### src/rtl/if_prefetch.sv
// if_prefetch: instruction-fetch front end with prefetch FIFO and redirect flush; IF_PERF_EN adds perf counters
module if_prefetch #(
  parameter logic [31:0] RESET_PC = 32'h0000_0000,
  parameter int DEPTH = 4
) (
  input  logic        clk,
  input  logic        reset,
  input  logic        redirect_valid,
  input  logic [31:0] redirect_pc,
  output logic        imem_req_valid,
  input  logic        imem_req_ready,
  output logic [31:0] imem_req_addr,
  input  logic        imem_rsp_valid,
  input  logic [31:0] imem_rsp_data,
  output logic        if_valid,
  input  logic        if_ready,
  output logic [31:0] if_instr,
  output logic [31:0] if_pc
`ifdef IF_PERF_EN
  ,
  output logic [31:0] perf_fetch_cnt,
  output logic [31:0] perf_flush_cnt
`endif
);
  localparam int AW = $clog2(DEPTH);
  localparam int CW = AW + 1;
  localparam logic [CW-1:0] CAP = CW'(DEPTH);
  logic [31:0] pc;
  logic [CW-1:0] count, outstanding, drop_cnt, out_next;
  logic [AW-1:0] head, tail, tag_wr, tag_rd;
  logic [31:0] instr_q [DEPTH];
  logic [31:0] pc_q [DEPTH];
  logic [31:0] tag_q [DEPTH];
  logic req_fire, rsp_fire, push, pop;
  // credit check, handshakes and the next outstanding count
  always_comb begin
    imem_req_valid = !reset && !redirect_valid && (count + outstanding < CAP);
    req_fire = imem_req_valid && imem_req_ready;
    rsp_fire = imem_rsp_valid && outstanding != '0;
    push = rsp_fire && drop_cnt == '0 && !redirect_valid;
    pop = if_valid && if_ready && !redirect_valid;
    out_next = outstanding + CW'(req_fire) - CW'(rsp_fire);
  end
  assign imem_req_addr = pc;
  assign if_valid = count != '0;
  assign if_instr = instr_q[head];
  assign if_pc = pc_q[head];
  // PC generation, tag queue, prefetch FIFO and stale-response accounting
  always_ff @(posedge clk) begin
    if (reset) begin
      pc <= RESET_PC;
      count <= '0;
      outstanding <= '0;
      drop_cnt <= '0;
      head <= '0;
      tail <= '0;
      tag_wr <= '0;
      tag_rd <= '0;
      for (int i = 0; i < DEPTH; i++) begin
        instr_q[i] <= '0;
        pc_q[i] <= '0;
        tag_q[i] <= '0;
      end
    end else begin
      outstanding <= out_next;
      if (req_fire) begin
        tag_q[tag_wr] <= pc;
        tag_wr <= tag_wr + 1'b1;
      end
      if (rsp_fire) tag_rd <= tag_rd + 1'b1;
      if (redirect_valid) begin
        pc <= redirect_pc & ~32'h3;
        head <= '0;
        tail <= '0;
        count <= '0;
        drop_cnt <= out_next;
      end else begin
        if (req_fire) pc <= pc + 32'd4;
        if (rsp_fire && drop_cnt != '0) drop_cnt <= drop_cnt - 1'b1;
        if (push) begin
          instr_q[tail] <= imem_rsp_data;
          pc_q[tail] <= tag_q[tag_rd];
          tail <= tail + 1'b1;
        end
        if (pop) head <= head + 1'b1;
        count <= count + CW'(push) - CW'(pop);
      end
    end
  end
`ifdef IF_PERF_EN
  // decode handshakes and everything a redirect throws away (flushed entries plus stale responses)
  always_ff @(posedge clk) begin
    if (reset) begin
      perf_fetch_cnt <= '0;
      perf_flush_cnt <= '0;
    end else begin
      if (pop) perf_fetch_cnt <= perf_fetch_cnt + 32'd1;
      if (redirect_valid) perf_flush_cnt <= perf_flush_cnt + 32'(count) + 32'(rsp_fire);
      else if (rsp_fire && drop_cnt != '0) perf_flush_cnt <= perf_flush_cnt + 32'd1;
    end
  end
`endif
endmodule
### config.mk
export PLATFORM = sky130hd
export DESIGN_NAME = if_prefetch
export DESIGN_NICKNAME = d
export VERILOG_FILES = /design/src/rtl/if_prefetch.sv
export SDC_FILE = /design/constraint.sdc
export NUM_CORES = 1
export LEC_CHECK = 0
export BUFFER_PORTS_ARGS = -buffer_cell sky130_fd_sc_hd__buf_2
export CORE_MARGIN = 2
export CORE_UTILIZATION = 55
export DETAILED_ROUTE_END_ITERATION = 16
export PLACE_DENSITY = 0.8
export SLEW_MARGIN = 30
export SYNTH_ARGS = -nofsm -noshare
export SYNTH_HDL_FRONTEND = slang
export SYNTH_SLANG_ARGS = --single-unit
### constraint.sdc
create_clock -name clk -period 7.36 [get_ports clk]
set_clock_uncertainty 0.2 [all_clocks]
set_input_delay 0.736 -clock clk [delete_from_list [all_inputs] [get_ports clk]]
set_output_delay 0.736 -clock clk [all_outputs]
set_load 0.1 [all_outputs]
## Yosys cells after proc, flatten, opt, wreduce, memory -nomap -nowiden

Memories as Yosys holds them, arrays and structs flattened. A register that Yosys moved wholly into a read port is not among the register bits.
Cells that the tools add are included.

- Output and inout bits: 98
- Memories: 3
- Logic and storage cells: 73
- Bits in writable memories: 384
- Register bits: 49

- $lt $le $gt $ge: 1
- Muxes and demuxes: 28
- Add/subtract/negate cells: 11
- Reductions and logical operators: 21

Memory list:

| name | words | width | read ports | clocked after memory_dff | wr ports | line | RTL |
|---|---|---|---|---|---|---|---|
| instr_q | 4 | 32 | 1 | 1 | 4 | 31 | `logic [31:0] instr_q [DEPTH];` |
| pc_q | 4 | 32 | 1 | 1 | 4 | 32 | `logic [31:0] pc_q [DEPTH];` |
| tag_q | 4 | 32 | 1 | 1 | 4 | 33 | `logic [31:0] tag_q [DEPTH];` |

Operators by type and width:

| operator | number |
|---|---|
| $mux W32 | 5 |
| $reduce_or A32 Y1 | 3 |
| $add A32 B3 Y32 const B | 1 |
| $mux W2 | 9 |
| $mux W1 | 12 |
| $logic_and A1 B1 Y1 | 9 |
| $reduce_bool A3 Y1 | 3 |
| $add A2 B1 Y2 const B | 4 |
| $add A3 B1 Y3 | 2 |
| $mux W3 | 2 |
| $sub A3 B1 Y3 | 2 |
| $reduce_bool A2 Y1 | 2 |
| $add A3 B3 Y3 | 1 |
| $logic_not A3 Y1 | 1 |
| $lt A3 B3 Y1 const B | 1 |
| $sub A3 B1 Y3 const B | 1 |
| $logic_not A1 Y1 | 2 |
| $reduce_or A2 Y1 | 1 |

## Logic depth before layout (Yosys ltp)

Gate-level depths: netlist of run 1.

- Word-level depth: 10
- Depth in mapped cells: 14
- Gate-level depth less buffers: 13

## Least setup slack after synthesis of run 1

OpenSTA, ideal clock, no wires.

- Path kind: input port to flip-flop
- Start: input port redirect_valid
- End: memory instr_q[3][0] (enable)
- Path slack: 0.882 ns
- Data arrival time: 5.711 ns
- Stages: 4
- Buffers on the path: 1
- Required time: 6.592 ns
- Library setup time: 0.568 ns
- Cells stage by stage: buf_2 > nor3_1 > nand2_1 > o21ai_0

RTL lines:

| what | line | RTL |
|---|---|---|
| from (decl) | 8 | `input logic redirect_valid,` |
| to (decl) | 31 |  |

==> results of run 1 <==
-- metal layers --
metal  routed length (um)  up-vias  part of all wire (%)  global-route usage [%]
met1                16200     5601                    40                    31.2
met4                  797        0                   2.0                    6.66
met3                 3050       63                   7.6                    3.22
met5                    0        -                     0                       0
met2                20200      512                    50                    38.8
li1                     -     4994                     -                       -
-- synth_stat cells (4+ instances only) --
cell / instances / area share [%]
or3_1: 10 / 0.34
buf_2: 18 / 0.49
o311ai_1: 4 / 0.19
buf_4: 5 / 0.20
nand2b_1: 5 / 0.17
o211ai_1: 10 / 0.40
inv_1: 45 / 0.91
xnor2_1: 15 / 0.71
nand3_1: 13 / 0.35
edfxtp_1: 368 / 60
o21ai_0: 4 / 0.11
ha_1: 8 / 0.54
and2_1: 177 / 6.0
nor3_1: 5 / 0.13
nor4_1: 8 / 0.27
and3_1: 94 / 3.2
a211oi_1: 10 / 0.40
nand4_1: 12 / 0.40
clkbuf_1: 57 / 1.2
nand2_1: 74 / 1.5
nor2_1: 100 / 2.0
a31oi_1: 12 / 0.40
dfxtp_1: 51 / 5.5
a21oi_1: 9 / 0.24
xor2_1: 8 / 0.38
mux4_2: 92 / 11
-- through the flow --
step	std cells	instance area [um2]	util (%)	setup WS [ns]	hold slack [ns]
after floorplan	1276	18600	-	0.882	0.285
after global placement	1814	19700	59.1	2.68	0.311
after detailed placement	1815	19700	59.2	2.94	0.316
after CTS	1892	21100	63.3	3.50	0.181
after global routing	1894	21100	63.4	3.33	0.196
final	1895	21100	63.4	3.48	0.194
-- kinds of logic after synthesis --
| kind of cell | after synthesis | share of synthesized area (%) |
|---|---|---|
| buf+inv | 135 | 3.21 |
| flops | 419 | 65.1 |
| xor+xnor | 26 | 1.41 |
| fa+ha+maj | 10 | 0.755 |
| other cells | 1 | 0.0202 |
| compound gates | 58 | 2.21 |
| mux | 96 | 11.4 |
| simple gates | 528 | 15.9 |
-- power by group through the flow --
stage	combinational (W)	clock [W]	sequential (W)
floorplan	0.000781	0	0.00293
global placement	0.00100	0	0.00292
detailed placement	0.00102	0	0.00294
CTS	0.00102	0.00214	0.00289
global route	0.00107	0.00223	0.00291
finish	0.00102	0.00212	0.00289
-- state kept, by name, indices dropped and copies added, names as in the netlist, named ones only --
name / cells
count: 3
drop_cnt: 3
head: 2
imem_req_addr: 30
instr_q: 128
outstanding: 3
pc_q: 120
tag_q: 120
tag_rd: 2
tag_wr: 2
tail: 2
-- placed cells by master, fill, tap and decap left out, types with 12 or more instances in the layout --
cell,synthesis,layout
edfxtp_1,368,368
and2_1,177,177
buf_2,18,161
nor2_1,100,100
and3_1,94,94
mux4_2,92,92
nand2_1,74,73
dfxtp_1,51,47
inv_1,45,44
clkbuf_16,0,44
xnor2_1,15,15
buf_4,5,15
nand3_1,13,13
nand4_1,12,12
a31oi_1,12,12
-- path summary, 6_finish.rpt --
path | startpoint | endpoint | slack [ns] | cells after the start
max reg2reg | outstanding[1]$_SDFF_PP0_ | tag_q[0][6]$_SDFFCE_PN0P_ | 3.94 | 7
max | reset | instr_q[2][9]$_SDFFCE_PN0P_ | 3.48 | 8
min reg2reg | head[1]$_SDFFE_PP0P_ | flop | 0.33 | 2
min | redirect_pc[24] | imem_req_addr[24]$_SDFFE_PP0P_ | 0.19 | 2
-- layout make-up --
class,instances,area share [%]
Sequential cell,419,57.1
Multi-Input combinational cell,722,28.2
Clock buffer,50,5.31
Timing Repair Buffer,180,4.61
Tap cell,448,2.65
Clock inverter,27,1.18
Inverter,47,0.846
Antenna cell,2,0.0237
==> reports/metrics.yaml, run 1 <==
status:
  status: "finished clean"
timing:
  finalHoldViolCount: 0
  rsz0062_at_grt: "false"
  worst-slew-pin-transition_ns: 0.985
  drv_slew: 0
  fmax_ghz: 0.258
  slew_headroom_pct: 34.3
  fin_crit_ns: 3.88
  setup_violations: 0
  period_share_pct: 52.7
  setup_tns_ns: 0
die:
  num_rows: 67
  io_pins: 168
  die_width_um: 188
  dieHeight_um: 188
  initial_core_util_pct: 55.6
  die_area_um2: 35200
  coreArea_um2: 33400
yosys:
  syn_avg_cell_area_um2: 14.6
  ys_async_sr_fraction_pct: 0
  ys_ff_latch: 419
  synth.distinct_cells: 66
  ys_seq_area_share_pct: 65.1
  synth-edff-count: 368
  synth_cells: 1273
  synth_warnings: 0
  synth_area_um2: 18600
  synth-main-ff-cell: "edfxtp_1"
power_and_ir_drop:
  sw_frac_of_total_pct: 29.0
  clockPowerShare_pct: 35.2
  p_switching_w: 0.00175
  powerDensity_nw_per_um2: 285
  p_comb_share_pct: 16.9
  peakVddDrop_uv: 164
  power_w: 0.00603
  p_leak_nw: 8.35
  p_seq_share_pct: 47.9
  internal_power_w: 0.00428
route:
  routed_wl_um: 40300
  drc: 0
  viasPerCell: 5.89
  avgRoutedWirePerCell_um: 21.3
  postRouteAntennaNets: 0
  vias: 11170
  drt_iter0_markers: 906
  drtPass1Iterations: 5
worst_setup_path:
  cpPeakStageDelay_ns: 0.67
  slowest_stage: "or2_4"
  arrival_ns: 3.86
  start_kind: "input port"
  critical_path_buf_inv_count: 5
  path_common_cell: "buf_4"
  required_ns: 7.34
  cp_top_family: "buffers and inverters"
  path_cells: "buf_2 > buf_4 > inv_2 > nand2_1 > nor4_4 > buf_4 > or2_4 > buf_4"
  crit_path_max_fanout: 60
  crit_type: "input port to flop"
  cp-end-kind: "flop"
layout:
  drive_above_1_share_pct: 26.1
  areaGrowthSynthToFinish_pct: 14.0
  num-fill-cells: 2379
  fin_nets: 1493
  seq_area_um2: 12100
  multi_input_area_um2: 5970
clock_network:
  cts_resized: 0
  clk_pin_slew_worst_paths_ns: 0.06
  max-clock-path-buffers: 3
  htreeDepth: 2
  clock_sinks: 419
  root_buffer: "clkbuf_16"
  cts_buffers: 43
  hold_buffers: 0
  cts_tree: "yes"
  cts_setup_buffers: 0
  clk_latency_ns: 0.54
placement:
  place.port_buffers: 161
  dpl.hpwl_um: 23000
  place.gp.congestion: 0.859
grt:
  grt_pass1_vias: 11189
  grt_usage_pct: 22.9
  grt_pass1_wl_um: 62300
  grt_antenna_before_repair: 1
  overflow: 0
  grt_max_degree: 126
flow_run:
  drv_cap: 0
worst_hold_path:
  hp-class: "input port to flop"
Note: power is estimated with default switching activity, not from simulation.
==> inputs of run 2 (changes only) <==
==> constraint.sdc (replaced) <==
create_clock -name clk -period 3.9 [get_ports clk]
set_clock_uncertainty 0.2 [all_clocks]
set_input_delay 0.39 -clock clk [delete_from_list [all_inputs] [get_ports clk]]
set_output_delay 0.39 -clock clk [all_outputs]
set_load 0.1 [all_outputs]
==> run 2 against run 1 <==
Clock power rose by 96%. Global-route usage up 1.6 points. Critical path depth unchanged. Register-to-register slack got worse by 3.4 ns. Cell count increased by 4.0%. Sequential share of layout area fell by 2.2 points. Power rose by 93%. Setup slack lost 3.2 ns. Critical endpoint is now imem_req_valid.
==> reports/metrics.yaml, run 2 (synthesis results as in run 1) <==
timing:
  drv_slew: 0  # unchanged
  fin_crit_ns: 3.65
  period_share_pct: 93.6
  finalHoldViolCount: 0  # unchanged
  fmax_ghz: 0.274
  worst-slew-pin-transition_ns: 0.916  # -0.0695 ns
  hold_ws_ns: 0.151  # -0.0429 ns
  rsz0062_at_grt: "false"
  setup_tns_ns: 0  # unchanged
  setup_violations: 0  # unchanged
  slew_headroom_pct: 39.0  # +4.6 points
worst_setup_path:
  cp-end-kind: "output pin"
  worstReg2RegStart: "count[1]$_SDFF_PP0_"
  required_ns: 3.31  # -4.03 ns
  crit_type: "input port to output pin"
  slowest_stage: "dlygate4sd3_1"
  cp_top_family: "buffers and inverters"
  path_cells: "dlygate4sd3_1 > buf_2 > buf_4 > inv_1 > buf_4 > nand2_1 > nor2_1 > buf_2"
  cpPeakStageDelay_ns: 0.54  # -0.13 ns
  arrival_ns: 3.06  # -0.80 ns
  critical_path_buf_inv_count: 6  # +1
  reg2reg_depth: 13  # +6
  start_kind: "input port"
  crit_path_max_fanout: 37  # -38%
  r2r-end: "drop_cnt[2]$_SDFFE_PP0P_"
  rrSetupSlack_ns: 0.56  # -3.38 ns
route:
  top_layer_used: "met5"
  viasPerCell: 5.88  # -0.28%
  met1_length_um: 16800  # +3.2%
  routed_wl_um: 42900  # +6.6%
  drc: 0  # unchanged
  drt_iter0_markers: 1084  # +20%
  wl_met3_um: 3460  # +13%
  drtPass1Iterations: 5  # unchanged
  wl_met2_um: 21600  # +7.1%
  postRouteAntennaNets: 0  # unchanged
  vias: 11580  # +3.7%
  avgRoutedWirePerCell_um: 21.8  # +2.5%
die:
  coreArea_um2: 33400  # unchanged
  die_area_um2: 35200  # unchanged
  initial_core_util_pct: 55.6  # unchanged
  die_width_um: 188  # unchanged
  num_rows: 67  # unchanged
  dieHeight_um: 188  # unchanged
  io_pins: 168  # unchanged
grt:
  grt_max_degree: 126  # unchanged
  overflow: 0  # unchanged
  grt_usage_pct: 24.5  # +1.6 points
  grt_pass1_wl_um: 66300  # +6.4%
  grt_pass1_vias: 11982  # +7.1%
  grt_antenna_before_repair: 1  # unchanged
clock_network:
  max-clock-path-buffers: 3  # unchanged
  hold_buffers: 63  # +63
  clk_latency_ns: 0.53  # about the same
  cts_tree: "yes"
  clock_sinks: 419  # unchanged
  cts_setup_buffers: 0  # unchanged
  cts_buffers: 43  # unchanged
  cts_resized: 0  # unchanged
  root_buffer: "clkbuf_16"
  clk_pin_slew_worst_paths_ns: 0.06  # about the same
  htreeDepth: 2  # unchanged
layout:
  post-route-cell-area_um2: 22000  # +3.9%
  final_common_cell: "edfxtp_1"
  largest_reg_flops: 128  # unchanged
  max_flop_register: "instr_q"
  num-fill-cells: 2222  # -6.6%
  fin_nets: 1568  # +5.0%
  areaGrowthSynthToFinish_pct: 18.5
  reg.largest.list: "instr_q: 128 flops, pc_q: 120 flops, tag_q: 120 flops"
  drive_above_1_share_pct: 25.6  # -0.53 points
  mostFrequentLayoutCells: "edfxtp_1 (368), and2_1 (177), buf_2 (161)"
  antennaDiodeCount: 0  # -2
worst_hold_path:
  min_from: "reset"
  min_path_cells: 4  # +2
  hp-class: "input port to flop"
  holdPathEnd: "count[0]$_SDFF_PP0_"
placement:
  placed_cell_area_um2: 19900  # +0.87%
  dpl.hpwl_um: 24000  # +4.5%
  place.port_buffers: 161  # unchanged
  place.gp.congestion: 0.874  # +1.8%
power_and_ir_drop:
  peakVddDrop_uv: 385  # +130%
  power_w: 0.0116  # +93%
  powerDensity_nw_per_um2: 529  # +86%
  p_leak_nw: 8.73  # +4.6%
flow_run:
  drv_cap: 0  # unchanged
status:
  status: "finished clean"
## run 2: cell types whose count changed in the layout (fill, tap and decap cells not counted), sizes merged
| cell | before | now |
|---|---|---|
| clkbuf | 50 | 51 |
| bufinv | 4 | 6 |
| inv | 49 | 48 |
| diode | 2 | 0 |
| dlygate4sd3 | 0 | 63 |
| buf | 180 | 192 |
## run 2: layout make-up
| type | instances | area, um2 | area share [%] |
|---|---|---|---|
| well taps | 448 | 561 | 2.55 |
| multi-input cells | 722 | 5950 | 27.1 |
| repair buffers | 255 | 1780 | 8.11 |
| flip-flops and latches | 419 | 12100 | 55.0 |
| inverters | 47 | 179 | 0.814 |
| clock inverters | 28 | 307 | 1.39 |
| clock buffers | 51 | 1130 | 5.13 |
## run 2: worst max-delay path by stage
stage,end,startpoint,slack [ns],cells past startpoint
global route,imem_req_valid,redirect_valid,0.19,8
floorplan,tag_q[3][10]$_DFFE_PP_,outstanding[1]$_SDFF_PP0_,0.19,8
global placement,drop_cnt[2]$_SDFFE_PP0P_,outstanding[1]$_SDFF_PP0_,0.65,13
finish,imem_req_valid,redirect_valid,0.25,8
CTS,imem_req_valid,redirect_valid,0.42,8
detailed placement,drop_cnt[2]$_SDFFE_PP0P_,outstanding[1]$_SDFF_PP0_,0.57,13
## run 2: power by group
group          internal (W)  switching, W
logic              0.000627       0.00144
clock network       0.00247       0.00169
registers           0.00519      0.000227
total               0.00829       0.00335
## run 2: metal layers
layer	vias up	GRT usage, %
met5	-	0
met3	90	4.15
li1	5133	-
met4	2	7.45
met1	5797	32.2
met2	558	42.1
## run 2: metrics by stage
step	util (%)	instances	worst slack, ns
global route	65.9	1970	0.193
CTS	65.9	1970	0.415
global placement	59.7	1828	0.649
finish	65.9	1970	0.250
detailed placement	59.7	1828	0.566
floorplan	-	1276	0.194
## run 2: tightest hold or removal path: cells and delay by family
kind | cells | cell delay [ns]
and+or+nand+nor | 2 | 0.19
buffers and inverters | 2 | 0.25
==> inputs of run 3 (changes only) <==
--- a/config.mk
+++ b/config.mk
@@ -5,12 +5,12 @@
 export SDC_FILE = /design/constraint.sdc
 export NUM_CORES = 1
 export LEC_CHECK = 0
+export ABC_AREA = 1
 export BUFFER_PORTS_ARGS = -buffer_cell sky130_fd_sc_hd__buf_2
 export CORE_MARGIN = 2
 export CORE_UTILIZATION = 55
 export DETAILED_ROUTE_END_ITERATION = 16
 export PLACE_DENSITY = 0.8
-export SLEW_MARGIN = 30
 export SYNTH_ARGS = -nofsm -noshare
 export SYNTH_HDL_FRONTEND = slang
 export SYNTH_SLANG_ARGS = --single-unit
==> run 3 against run 2 <==
Power fell by 5.0%. Wire length rose by 7.4%. Area after synthesis rose by 1.7%. Design area fell by 0.21%. Clock-buffer cell count rose by 3. Register-to-register slack improved by 0.35 ns. Hold slack got worse by 0.14 ns. Setup slack improved by 0.37 ns. Combinational power fell by 9%. Sequential share of layout area rose by 0.11 points. Global-route usage rose by 1.3 points. Highest routed layer is now met4.
==> reports/metrics.yaml, run 3 <==
timing:
  drv_slew: 0  # unchanged
  fin_crit_ns: 3.28  # -0.368 ns
  finalHoldViolCount: 0  # unchanged
  setup_tns_ns: 0  # unchanged
  period_share_pct: 84.1  # -9.4 points
  hold_ws_ns: 0.00773  # -0.143 ns
  slew_headroom_pct: 20.5  # -18 points
  rsz0062_at_grt: "false"
  worst-slew-pin-transition_ns: 1.19  # +0.277 ns
  fmax_ghz: 0.305  # +11%
  setup_violations: 0  # unchanged
placement:
  place.port_buffers: 161  # unchanged
  dpl.hpwl_um: 26900  # +12%
  place.gp.congestion: 0.852  # -2.5%
power_and_ir_drop:
  p_switching_w: 0.00326  # -2.6%
  p_comb_share_pct: 16.9  # -0.8 points
  p_leak_nw: 8.62  # -1.3%
  peakVddDrop_uv: 298  # -23%
  internal_power_w: 0.00780  # -5.9%
  clockPowerShare_pct: 35.5  # -0.2 points
  sw_frac_of_total_pct: 29.5  # +0.70 points
  p_seq_share_pct: 47.6  # +1.1 points
  powerDensity_nw_per_um2: 504  # -4.8%
route:
  drc: 0  # unchanged
  drtPass1Iterations: 6  # +1
  routed_wl_um: 46100  # +7.4%
  avgRoutedWirePerCell_um: 17.8  # -18%
  vias: 14705  # +27%
  viasPerCell: 5.68  # -3.3%
  drt_iter0_markers: 1535  # +42%
  postRouteAntennaNets: 0  # unchanged
grt:
  grt_pass1_vias: 14738  # +23%
  grt_max_degree: 103  # -18%
  overflow: 0  # unchanged
  grt_pass1_wl_um: 73800  # +11%
  grt_usage_pct: 25.7  # +1.3 points
  grt_antenna_before_repair: 0  # -1
worst_setup_path:
  r2r-end: "pc_q[2][18]$_SDFFCE_PN0P_"
  slowest_stage: "dfxtp_4"
  path_cells: "clkinv_2 > buf_12 > o21ai_0 > o22ai_1 > buf_2"
  reg2reg_depth: 10  # -3
  critical_path.endpoint: "if_pc[27]"
  cp-end-kind: "output pin"
  crit_type: "flop to output pin"
  worstReg2RegStart: "drop_cnt[0]$_SDFFE_PP0P_"
  crit_path_max_fanout: 102  # +180%
  required_ns: 3.31  # about the same
  start_kind: "flop"
  rrSetupSlack_ns: 0.91  # +0.35 ns
  arrival_ns: 2.69  # -0.37 ns
  cpPeakStageDelay_ns: 0.62  # +0.08 ns
clock_network:
  clk_pin_slew_worst_paths_ns: 0.06  # about the same
  root_buffer: "clkbuf_16"
  clk_latency_ns: 0.53  # about the same
  clock_sinks: 419  # unchanged
  cts_tree: "yes"
  cts_buffers: 43  # unchanged
  cts_setup_buffers: 0  # unchanged
  max-clock-path-buffers: 3  # unchanged
  htreeDepth: 2  # unchanged
yosys:
  ys_seq_area_share_pct: 64.0  # -1.1 points
  synth-edff-count: 368  # unchanged
  synth_warnings: 0  # unchanged
  synth_top_area_share_pct: 58.6  # -1.0 points
  syn_avg_cell_area_um2: 9.75  # -33%
  yosysTopAreaCell: "edfxtp_1"
  synth_area_um2: 18900  # +1.7%
  yosysMostFrequentCell: "nor2_1"
  synth_common_cells: "nor2_1 (498), edfxtp_1 (368), nand2_1 (283)"
  synth_cells: 1936  # +52%
  synth.distinct_cells: 37  # -44%
  ys_async_sr_fraction_pct: 0  # unchanged
  netlist_top_cells_area: "edfxtp_1 (59%), nor2_1 (9.9%), nand2_1 (5.6%), dfxtp_1 (5.4%), o21ai_0 (3.9%)"
  synth-main-ff-cell: "edfxtp_1"
  ys_ff_latch: 419  # unchanged
die:
  io_pins: 168  # unchanged
  die_area_um2: 35800  # +1.7%
  num_rows: 67  # unchanged
  die_width_um: 189  # +0.84%
  coreArea_um2: 33700  # +1.0%
  dieHeight_um: 189  # +0.84%
  initial_core_util_pct: 56.0  # +0.40 points
status:
  status: "finished clean"
flow_run:
  drv_cap: 0  # unchanged
worst_hold_path:
  hp-class: "input port to flop"
layout:
  areaGrowthSynthToFinish_pct: 16.2
  max_flop_register: "instr_q"
  mostFrequentLayoutCells: "nor2_1 (498), edfxtp_1 (368), nand2_1 (281)"
  num-fill-cells: 2546  # +15%
  fin_nets: 2188  # +40%
  final_common_cell: "nor2_1"
  drive_above_1_share_pct: 14.1  # -11 points
  largest_reg_flops: 128  # unchanged
  reg.largest.list: "instr_q: 128 flops, pc_q: 120 flops, tag_q: 120 flops"
  antennaDiodeCount: 0  # unchanged
[run 3: how the worst min path moves through the flow]
stage / start / to / slack (ns) / depth (start not counted)
6_report: reset / tail[0]$_SDFFE_PP0N_ / 0.008 / 4
5_1_grt: imem_rsp_data[19] / instr_q[1][19]$_SDFFCE_PN0P_ / 0.02 / 3
4_1_cts: imem_rsp_data[19] / instr_q[3][19]$_DFFE_PP_ / 0.001 / 3
3_5_place_dp: tag_rd[1]$_SDFFE_PP0P_ / flop / 0.25 / 2
3_3_place_gp: head[1]$_SDFFE_PP0P_ / flop / 0.24 / 2
2_1_floorplan: head[1]$_SDFFE_PP0P_ / flop / 0.24 / 2
[run 3: cell type report]
cell class | count | area, um2 | share of cell area, %
inverters | 148 | 558 | 2.54
multi-input cells | 1250 | 5790 | 26.4
flip-flops and latches | 419 | 12100 | 55.1
clock inverters | 22 | 218 | 0.992
clock buffers | 54 | 1120 | 5.09
repair buffers | 246 | 1610 | 7.36
well taps | 448 | 561 | 2.56
[run 3: cells by family after synthesis]
family / synth area share (%)
other cells: 0.0199
buf+inv: 5.67
xor+xnor: 0.371
simple gates: 20.1
flops: 64.0
fa+ha+maj: 0.743
compound gates: 9.15
[run 3: through the flow]
step                total power [W]  instances  setup slack [ns]  util (%)  cell area [um2]
floorplan                   0.00672       1939             0.542         -            18900
global placement            0.00712       2463              1.00      59.7            20100
detailed placement          0.00717       2463             0.937      59.7            20100
CTS                          0.0111       2587             0.627      65.1            21900
global route                 0.0114       2587             0.461      65.1            21900
finish                       0.0111       2587             0.618      65.1            21900
[run 3: per-layer routing]
layer  vias up  routed length, um  global-route usage, %
met3        74               3950                   3.93
met1      6990              18700                   34.1
li1       6890                  -                      -
met5         -                  0                      0
met2       751              22600                   44.5
met4         0                844                   6.89
[run 3: critical path: cells and delay by family (launching register included)]
family	cells	cell delay (ns)
DFF	1	0.62
buffers and inverters	3	1.07
AOI/OAI and AO/OA	2	0.41
[run 3: repair_timing]
| item | in CTS | in global routing |
|---|---|---|
| gates resized for setup | 0 | 0 |
| hold buffers | 48 | 0 |
| endpoints found under the hold margin | 80 | 0 |
| setup endpoints to repair | 0 | 0 |
[run 3: power groups by stage]
stage,Combinational (W),Sequential (W),Clock [W]
after detailed placement,0.00181,0.00535,0
after global routing,0.00200,0.00529,0.00414
after floorplan,0.00127,0.00544,0
after CTS,0.00186,0.00526,0.00396
final,0.00187,0.00526,0.00393
after global placement,0.00177,0.00534,0
